$ cat src/rtl/register_file_pkg.sv
// register_file_pkg: shared widths, well-known register indices and index type
package register_file_pkg;
    localparam int DATA_WIDTH = 32;
    localparam int ADDR_WIDTH = 5;
    localparam int NUM_REGS   = 1 << ADDR_WIDTH;
    typedef logic [ADDR_WIDTH-1:0] reg_index_t;
    localparam reg_index_t REG_ZERO = 5'd0;
    localparam reg_index_t REG_RA   = 5'd31;
endpackage

$ cat src/rtl/register_file_if.sv
// register_file_if: decode/writeback bus of the register file
interface register_file_if;
    import register_file_pkg::*;
    reg_index_t              read_addr_a;
    reg_index_t              read_addr_b;
    logic [DATA_WIDTH-1:0]   read_value_a;
    logic [DATA_WIDTH-1:0]   read_value_b;
    logic                    ready_a;
    logic                    ready_b;
    logic                    should_write;
    reg_index_t              write_addr;
    logic [DATA_WIDTH-1:0]   new_value;
    logic                    claim;
    reg_index_t              claim_addr;
    logic                    claim_stall;
    modport master (
        output read_addr_a, read_addr_b, should_write, write_addr, new_value, claim, claim_addr,
        input  read_value_a, read_value_b, ready_a, ready_b, claim_stall
    );
    modport slave (
        input  read_addr_a, read_addr_b, should_write, write_addr, new_value, claim, claim_addr,
        output read_value_a, read_value_b, ready_a, ready_b, claim_stall
    );
endinterface

$ cat src/rtl/register_file_read_port.sv
// regfile_read_port: one combinational read port with r0 forcing and write-through bypass
module regfile_read_port #(
    parameter int DATA_WIDTH = 32,
    parameter int NUM_REGS   = 32,
    parameter int ADDR_WIDTH = 5
) (
    input  logic [ADDR_WIDTH-1:0]                addr,
    input  logic [NUM_REGS-1:0][DATA_WIDTH-1:0]  regs,
    input  logic [NUM_REGS-1:0]                  busy,
    input  logic                                 write_en,
    input  logic [ADDR_WIDTH-1:0]                write_addr,
    input  logic [DATA_WIDTH-1:0]                write_data,
    output logic [DATA_WIDTH-1:0]                value,
    output logic                                 ready
);
    import register_file_pkg::*;
    logic is_zero;
    logic hit;
    // r0 reads zero and is always final; a same-cycle write supplies both data and readiness
    always_comb begin
        is_zero = addr == REG_ZERO;
        hit     = write_en && write_addr == addr;
        value   = is_zero ? '0 : (hit ? write_data : regs[addr]);
        ready   = is_zero || !busy[addr] || hit;
    end
endmodule

$ cat src/rtl/register_file.sv
// register_file: 32x32 MIPS register file with pending-write scoreboard and bypass
module register_file #(
    parameter int                 DATA_WIDTH  = 32,
    parameter int                 NUM_REGS    = 32,
    parameter int                 ADDR_WIDTH  = 5,
    parameter logic [DATA_WIDTH-1:0] START_VALUE = '0
) (
    input logic              clock,
    input logic              reset,
    register_file_if.slave   bus
);
    import register_file_pkg::*;
    logic [NUM_REGS-1:0][DATA_WIDTH-1:0] regs;
    logic [NUM_REGS-1:0]                 busy;
    logic                                write_en;
    logic                                claim_ok;
    // Writes are masked during reset so the bypass cannot leak new_value while held in reset;
    // a claim stalls only on a busy register that is not being delivered this cycle
    always_comb begin
        write_en        = bus.should_write && !reset;
        bus.claim_stall = bus.claim && !reset && bus.claim_addr != REG_ZERO && busy[bus.claim_addr]
                          && !(write_en && bus.write_addr == bus.claim_addr);
        claim_ok        = bus.claim && !bus.claim_stall && bus.claim_addr != REG_ZERO;
    end
    // Storage and scoreboard; index 0 is never written and its busy bit stays clear; a claim beats a clear
    always_ff @(posedge clock or posedge reset) begin
        if (reset) begin
            regs <= {NUM_REGS{START_VALUE}};
            busy <= '0;
        end else begin
            for (int i = 1; i < NUM_REGS; i++) begin
                if (write_en && bus.write_addr == ADDR_WIDTH'(i))
                    regs[i] <= bus.new_value;
                if (claim_ok && bus.claim_addr == ADDR_WIDTH'(i))
                    busy[i] <= 1'b1;
                else if (write_en && bus.write_addr == ADDR_WIDTH'(i))
                    busy[i] <= 1'b0;
            end
        end
    end
    regfile_read_port #(.DATA_WIDTH(DATA_WIDTH), .NUM_REGS(NUM_REGS), .ADDR_WIDTH(ADDR_WIDTH)) u_port_a (
        .addr(bus.read_addr_a), .regs(regs), .busy(busy),
        .write_en(write_en), .write_addr(bus.write_addr), .write_data(bus.new_value),
        .value(bus.read_value_a), .ready(bus.ready_a)
    );
    regfile_read_port #(.DATA_WIDTH(DATA_WIDTH), .NUM_REGS(NUM_REGS), .ADDR_WIDTH(ADDR_WIDTH)) u_port_b (
        .addr(bus.read_addr_b), .regs(regs), .busy(busy),
        .write_en(write_en), .write_addr(bus.write_addr), .write_data(bus.new_value),
        .value(bus.read_value_b), .ready(bus.ready_b)
    );
endmodule

$ cat src/flat_wrapper.sv
// flat-port wrapper written by rule: the top's interface ports become plain ports
module register_file_flat import register_file_pkg::*;
#(
    parameter int                 DATA_WIDTH  = 32,
    parameter int                 NUM_REGS    = 32,
    parameter int                 ADDR_WIDTH  = 5,
    parameter logic [DATA_WIDTH-1:0] START_VALUE = '0
)
  (clock, reset, bus_read_addr_a, bus_read_addr_b, bus_should_write, bus_write_addr, bus_new_value, bus_claim, bus_claim_addr, bus_read_value_a, bus_read_value_b, bus_ready_a, bus_ready_b, bus_claim_stall);
  register_file_if bus_i ();
  input logic clock;
  input logic reset;
  input wire logic [$bits(bus_i.read_addr_a)-1:0] bus_read_addr_a;
  input wire logic [$bits(bus_i.read_addr_b)-1:0] bus_read_addr_b;
  input wire logic [$bits(bus_i.should_write)-1:0] bus_should_write;
  input wire logic [$bits(bus_i.write_addr)-1:0] bus_write_addr;
  input wire logic [$bits(bus_i.new_value)-1:0] bus_new_value;
  input wire logic [$bits(bus_i.claim)-1:0] bus_claim;
  input wire logic [$bits(bus_i.claim_addr)-1:0] bus_claim_addr;
  output wire logic [$bits(bus_i.read_value_a)-1:0] bus_read_value_a;
  output wire logic [$bits(bus_i.read_value_b)-1:0] bus_read_value_b;
  output wire logic [$bits(bus_i.ready_a)-1:0] bus_ready_a;
  output wire logic [$bits(bus_i.ready_b)-1:0] bus_ready_b;
  output wire logic [$bits(bus_i.claim_stall)-1:0] bus_claim_stall;
  assign bus_i.read_addr_a = bus_read_addr_a;
  assign bus_i.read_addr_b = bus_read_addr_b;
  assign bus_i.should_write = bus_should_write;
  assign bus_i.write_addr = bus_write_addr;
  assign bus_i.new_value = bus_new_value;
  assign bus_i.claim = bus_claim;
  assign bus_i.claim_addr = bus_claim_addr;
  assign bus_read_value_a = bus_i.read_value_a;
  assign bus_read_value_b = bus_i.read_value_b;
  assign bus_ready_a = bus_i.ready_a;
  assign bus_ready_b = bus_i.ready_b;
  assign bus_claim_stall = bus_i.claim_stall;
  register_file #(.DATA_WIDTH(DATA_WIDTH), .NUM_REGS(NUM_REGS), .ADDR_WIDTH(ADDR_WIDTH), .START_VALUE(START_VALUE)) u_core (.clock(clock), .reset(reset), .bus(bus_i));
endmodule
$ cat config.mk
export PLATFORM = sky130hd
export DESIGN_NAME = register_file_flat
export DESIGN_NICKNAME = d
export VERILOG_FILES = /design/src/rtl/register_file_pkg.sv /design/src/rtl/register_file_if.sv /design/src/rtl/register_file_read_port.sv /design/src/rtl/register_file.sv /design/src/flat_wrapper.sv
export SDC_FILE = /design/constraint.sdc
export NUM_CORES = 2
export LEC_CHECK = 0
export ABC_AREA = 1
export ABC_CLOCK_PERIOD_IN_PS = 30900
export CELL_PAD_IN_SITES_DETAIL_PLACEMENT = 1
export CELL_PAD_IN_SITES_GLOBAL_PLACEMENT = 1
export CORE_MARGIN = 3
export CORE_UTILIZATION = 40
export CTS_CLUSTER_DIAMETER = 200
export DETAILED_ROUTE_END_ITERATION = 10
export PLACE_DENSITY = 0.71
export SYNTH_ARGS = -nofsm -noshare
export SYNTH_HDL_FRONTEND = slang
export SYNTH_SLANG_ARGS = --single-unit
$ cat constraint.sdc
create_clock -name clock -period 30.9 [get_ports clock]
set_input_delay 7.725 -clock clock [delete_from_list [all_inputs] [get_ports clock]]
set_output_delay 7.725 -clock clock [all_outputs]
set_load 0.1 [all_outputs]
==> run summary <==
Status -> completed
Layout Skew -> 0.00634 ns
Worst-case clock buffer depth -> 3
Post-CTS Setup Bufs -> 0
Post-synthesis mux area share -> 0
Post-Synth Adder-Cell Area -> 0
Reg2Reg Capture Point -> u_core.busy[10]
Vias/cell -> 6.16
Worst reg2reg path depth -> 11
Vias in the first global route -> 59600
Max_cap viols -> 0
CP endpoint -> bus_read_value_b[17]
DR WL/cell -> 27.4 µm
Root Buffer -> clkbuf_16
Via count -> 58900
Int Pwr -> 2.63 mW
Slew Limit Fails -> 0
Post-Synthesis Mean Instance Area -> 7.12 µm²
Tmin final -> 20.96 ns
Worst-path fanout max -> 89
Max incr delay on CP -> 1.15 ns
Initial antenna violation count -> 8
Synth warn -> 33
Setup-failing EPs final -> 0
Fraction of the mapped netlist area in compound gates -> 0.218
Pre-CTS WS -> 10.12 ns
Switch Pwr -> 1.27 mW
Worst setup margin -> 9.94 ns
Fillers -> 17600
Crit. End Element -> output port
Overflow after GRT -> 0
Pwr per Cell Area -> 62.4 nW/µm²
Sinks on Clock Net -> 1023
Flop pwr share -> 0.425
Critical Path RT -> 23.18 ns
Post-CTS Hold Buffers -> 0
Skew-Pair Late Insertion Delay -> 0.75 ns
Cells along the critical path -> buf_8, inv_8, buf_4, buf_4, buf_4, nor2_1, nor2_1, o21ai_0, nand3_1, nand3_1, nand3_1, nand3_1, nand2_1, clkdlybuf4s50_1
Most frequent cells in the layout -> nand2_1, o21ai_0, dfrtp_1
Total GRT Usage -> 0.351
Clock-pin slew on the worst setup and hold paths -> 0.06 ns
First-pass DRT Iterations -> 5
Die X -> 383 µm
Worst VDD drop -> 0.0508 mV
Synth Area in XOR/XNOR -> 0.000463
Slew headroom -> 0.187
Fin Setup TNS -> 0 ns
Drt drc -> 0
Boundary Pins -> 123
Die height -> 383 µm
Final hold violations -> 0
Post-synth cell types -> 29
Core region area -> 140000 µm²
Commonest non-fill, non-tap cell in the layout -> nand2_1
IO buf count -> 122
Post-route ant nets -> 0
Simple-gate share of the synthesized area -> 0.248
Layout Utilization -> 0.447
Synthesized area -> 56800 µm²
Synthesized flop and latch total -> 1023
RSZ-0062 raised after global routing -> no
Detailed-route wire length -> 262 mm
Reg2reg start -> u_core.busy[7]
Max stage delay cell, worst path -> clkdlybuf4s50_1
Sw Share -> 0.326
Cell leakage power -> 28.1 nW
Tcrit/Tclk final -> 0.678
Largest net degree at the start of global routing -> 172
Initial DRC count -> 6044
Full die area -> 147000 µm²
Worst-Margin Slew -> 1.22 ns
Share of total power in the clock network -> 0.391
Initial Utilization -> 0.405
Fmax achieved -> 47.7 MHz
Area Growth Syn to Fin -> 10.2%
Post-CTS sizing -> 0
Syn Nets -> 8038
Dpl hpwl -> 139 mm
Layout cells sized above 1 -> 0.0492
Hold crit path type -> reg -> reg
Combinational power share -> 0.185
Final RePlAce weighted congestion -> 0.846
Reg2Reg Setup Slack -> 28.86 ns
Crit Path Category -> in -> out
Sequential area share after synthesis -> 0.451
Largest family of logic cells by synthesized area -> simple AND/OR/NAND/NOR gates
First-pass GRT wire length -> 390 mm
CTS tree -> yes
Final net count -> 7628
Critical Path Start Type -> input pin
# H-tree levels -> 3
Mapped Cells -> 7982
Row count -> 137
Most common cell on crit path -> nand3_1
Arrival @ worst endpoint -> 13.24 ns
Number of buffers created by CTS -> 121
CP Launch Point -> bus_read_addr_b[0]
==> power by group through the flow <==
stage / Combinational [mW] / Sequential (mW) / Clock [mW]
3_5_place_dp: 0.711 / 1.67 / 0
6_report: 0.721 / 1.66 / 1.53
4_1_cts: 0.714 / 1.65 / 1.54
3_3_place_gp: 0.687 / 1.67 / 0
2_1_floorplan: 0.505 / 1.64 / 0
5_1_grt: 0.801 / 1.68 / 1.60
==> area by class of cell <==
type,count,area [µm²],area share
repair buffers,211,2000,0.0320
clock buffers,179,3650,0.0583
diodes,6,15.0,0.000240
multi-input cells,5797,26800,0.429
inverters,418,1610,0.0258
clock inverters,49,549,0.00877
well taps,1876,2350,0.0375
flip-flops and latches,1023,25600,0.409
==> layer usage <==
metal | wire, µm | track usage | up-vias
met1 | 113000 | 0.479 | 30000
met3 | 21300 | 0.0630 | 604
met2 | 116000 | 0.554 | 2603
li1 | - | - | 25700
met4 | 11100 | 0.140 | 4
met5 | 27 | 0 | -
==> kinds of logic (layout without fill, tap and decap cells) <==
logic type	after synthesis	count (layout)
simple gates	3467	3467
xor+xnor	3	3
compound gates	2327	2327
flops	1023	1023
other cells	0	6
buf+inv	1162	857
==> worst max-delay path, delay by kind of cell <==
family,cells,cell delay (ns)
AND/OR/NAND/NOR,7,0.89
AO/OA/AOI/OAI,1,0.09
buffers and inverters,6,4.30
==> stage by stage <==
stage                     hold slack, ns  total power, mW  cell area [µm²]  cells
final                              0.484             3.91            62600   9559
after detailed placement           0.468             2.39            58400   9325
after floorplan                    0.449             2.14            56800   7982
after CTS                          0.485             3.91            62600   9553
after global placement             0.464             2.35            58400   9325
after global routing               0.506             4.08            62600   9553
==> synth_stat cells <==
library cell / n / area share
a21oi_1: 502 / 0.044
a22oi_1: 63 / 0.0083
a31oi_1: 2 / 0.00022
buf_1: 75 / 0.0050
buf_2: 222 / 0.020
buf_4: 9 / 0.0012
clkbuf_1: 438 / 0.029
clkinv_1: 3 / 0.00020
dfrtp_1: 1023 / 0.45
inv_1: 400 / 0.026
inv_2: 15 / 0.00099
nand2_1: 2128 / 0.14
nand2_2: 3 / 0.00033
nand3_1: 696 / 0.061
nand3_2: 1 / 0.00018
nand3b_1: 1 / 0.00013
nand4_1: 60 / 0.0066
nor2_1: 551 / 0.036
nor2_2: 2 / 0.00022
nor3_1: 18 / 0.0016
nor4_1: 1 / 0.00011
nor4_4: 1 / 0.00037
o2111ai_1: 2 / 0.00031
o211ai_1: 221 / 0.029
o21ai_0: 1482 / 0.13
o21ai_1: 42 / 0.0037
o22ai_1: 13 / 0.0014
or2_2: 5 / 0.00055
xor2_1: 3 / 0.00046
==> worst min-delay path by stage <==
stage / from / slack (ns) / end / cells after the start
after floorplan: u_core.busy[14] / 0.45 / u_core.busy[14] / 2
after global placement: u_core.busy[14] / 0.46 / u_core.busy[14] / 2
after detailed placement: u_core.busy[14] / 0.47 / u_core.busy[14] / 2
after CTS: u_core.busy[14] / 0.48 / u_core.busy[14] / 2
after global routing: u_core.regs[320] / 0.51 / u_core.regs[320] / 2
final: u_core.regs[208] / 0.48 / u_core.regs[208] / 2
==> sequential cells by signal, indices dropped and copies added (netlist names) <==
register,flops
u_core.regs,992
u_core.busy,31
(Power assumes the default switching activity.)
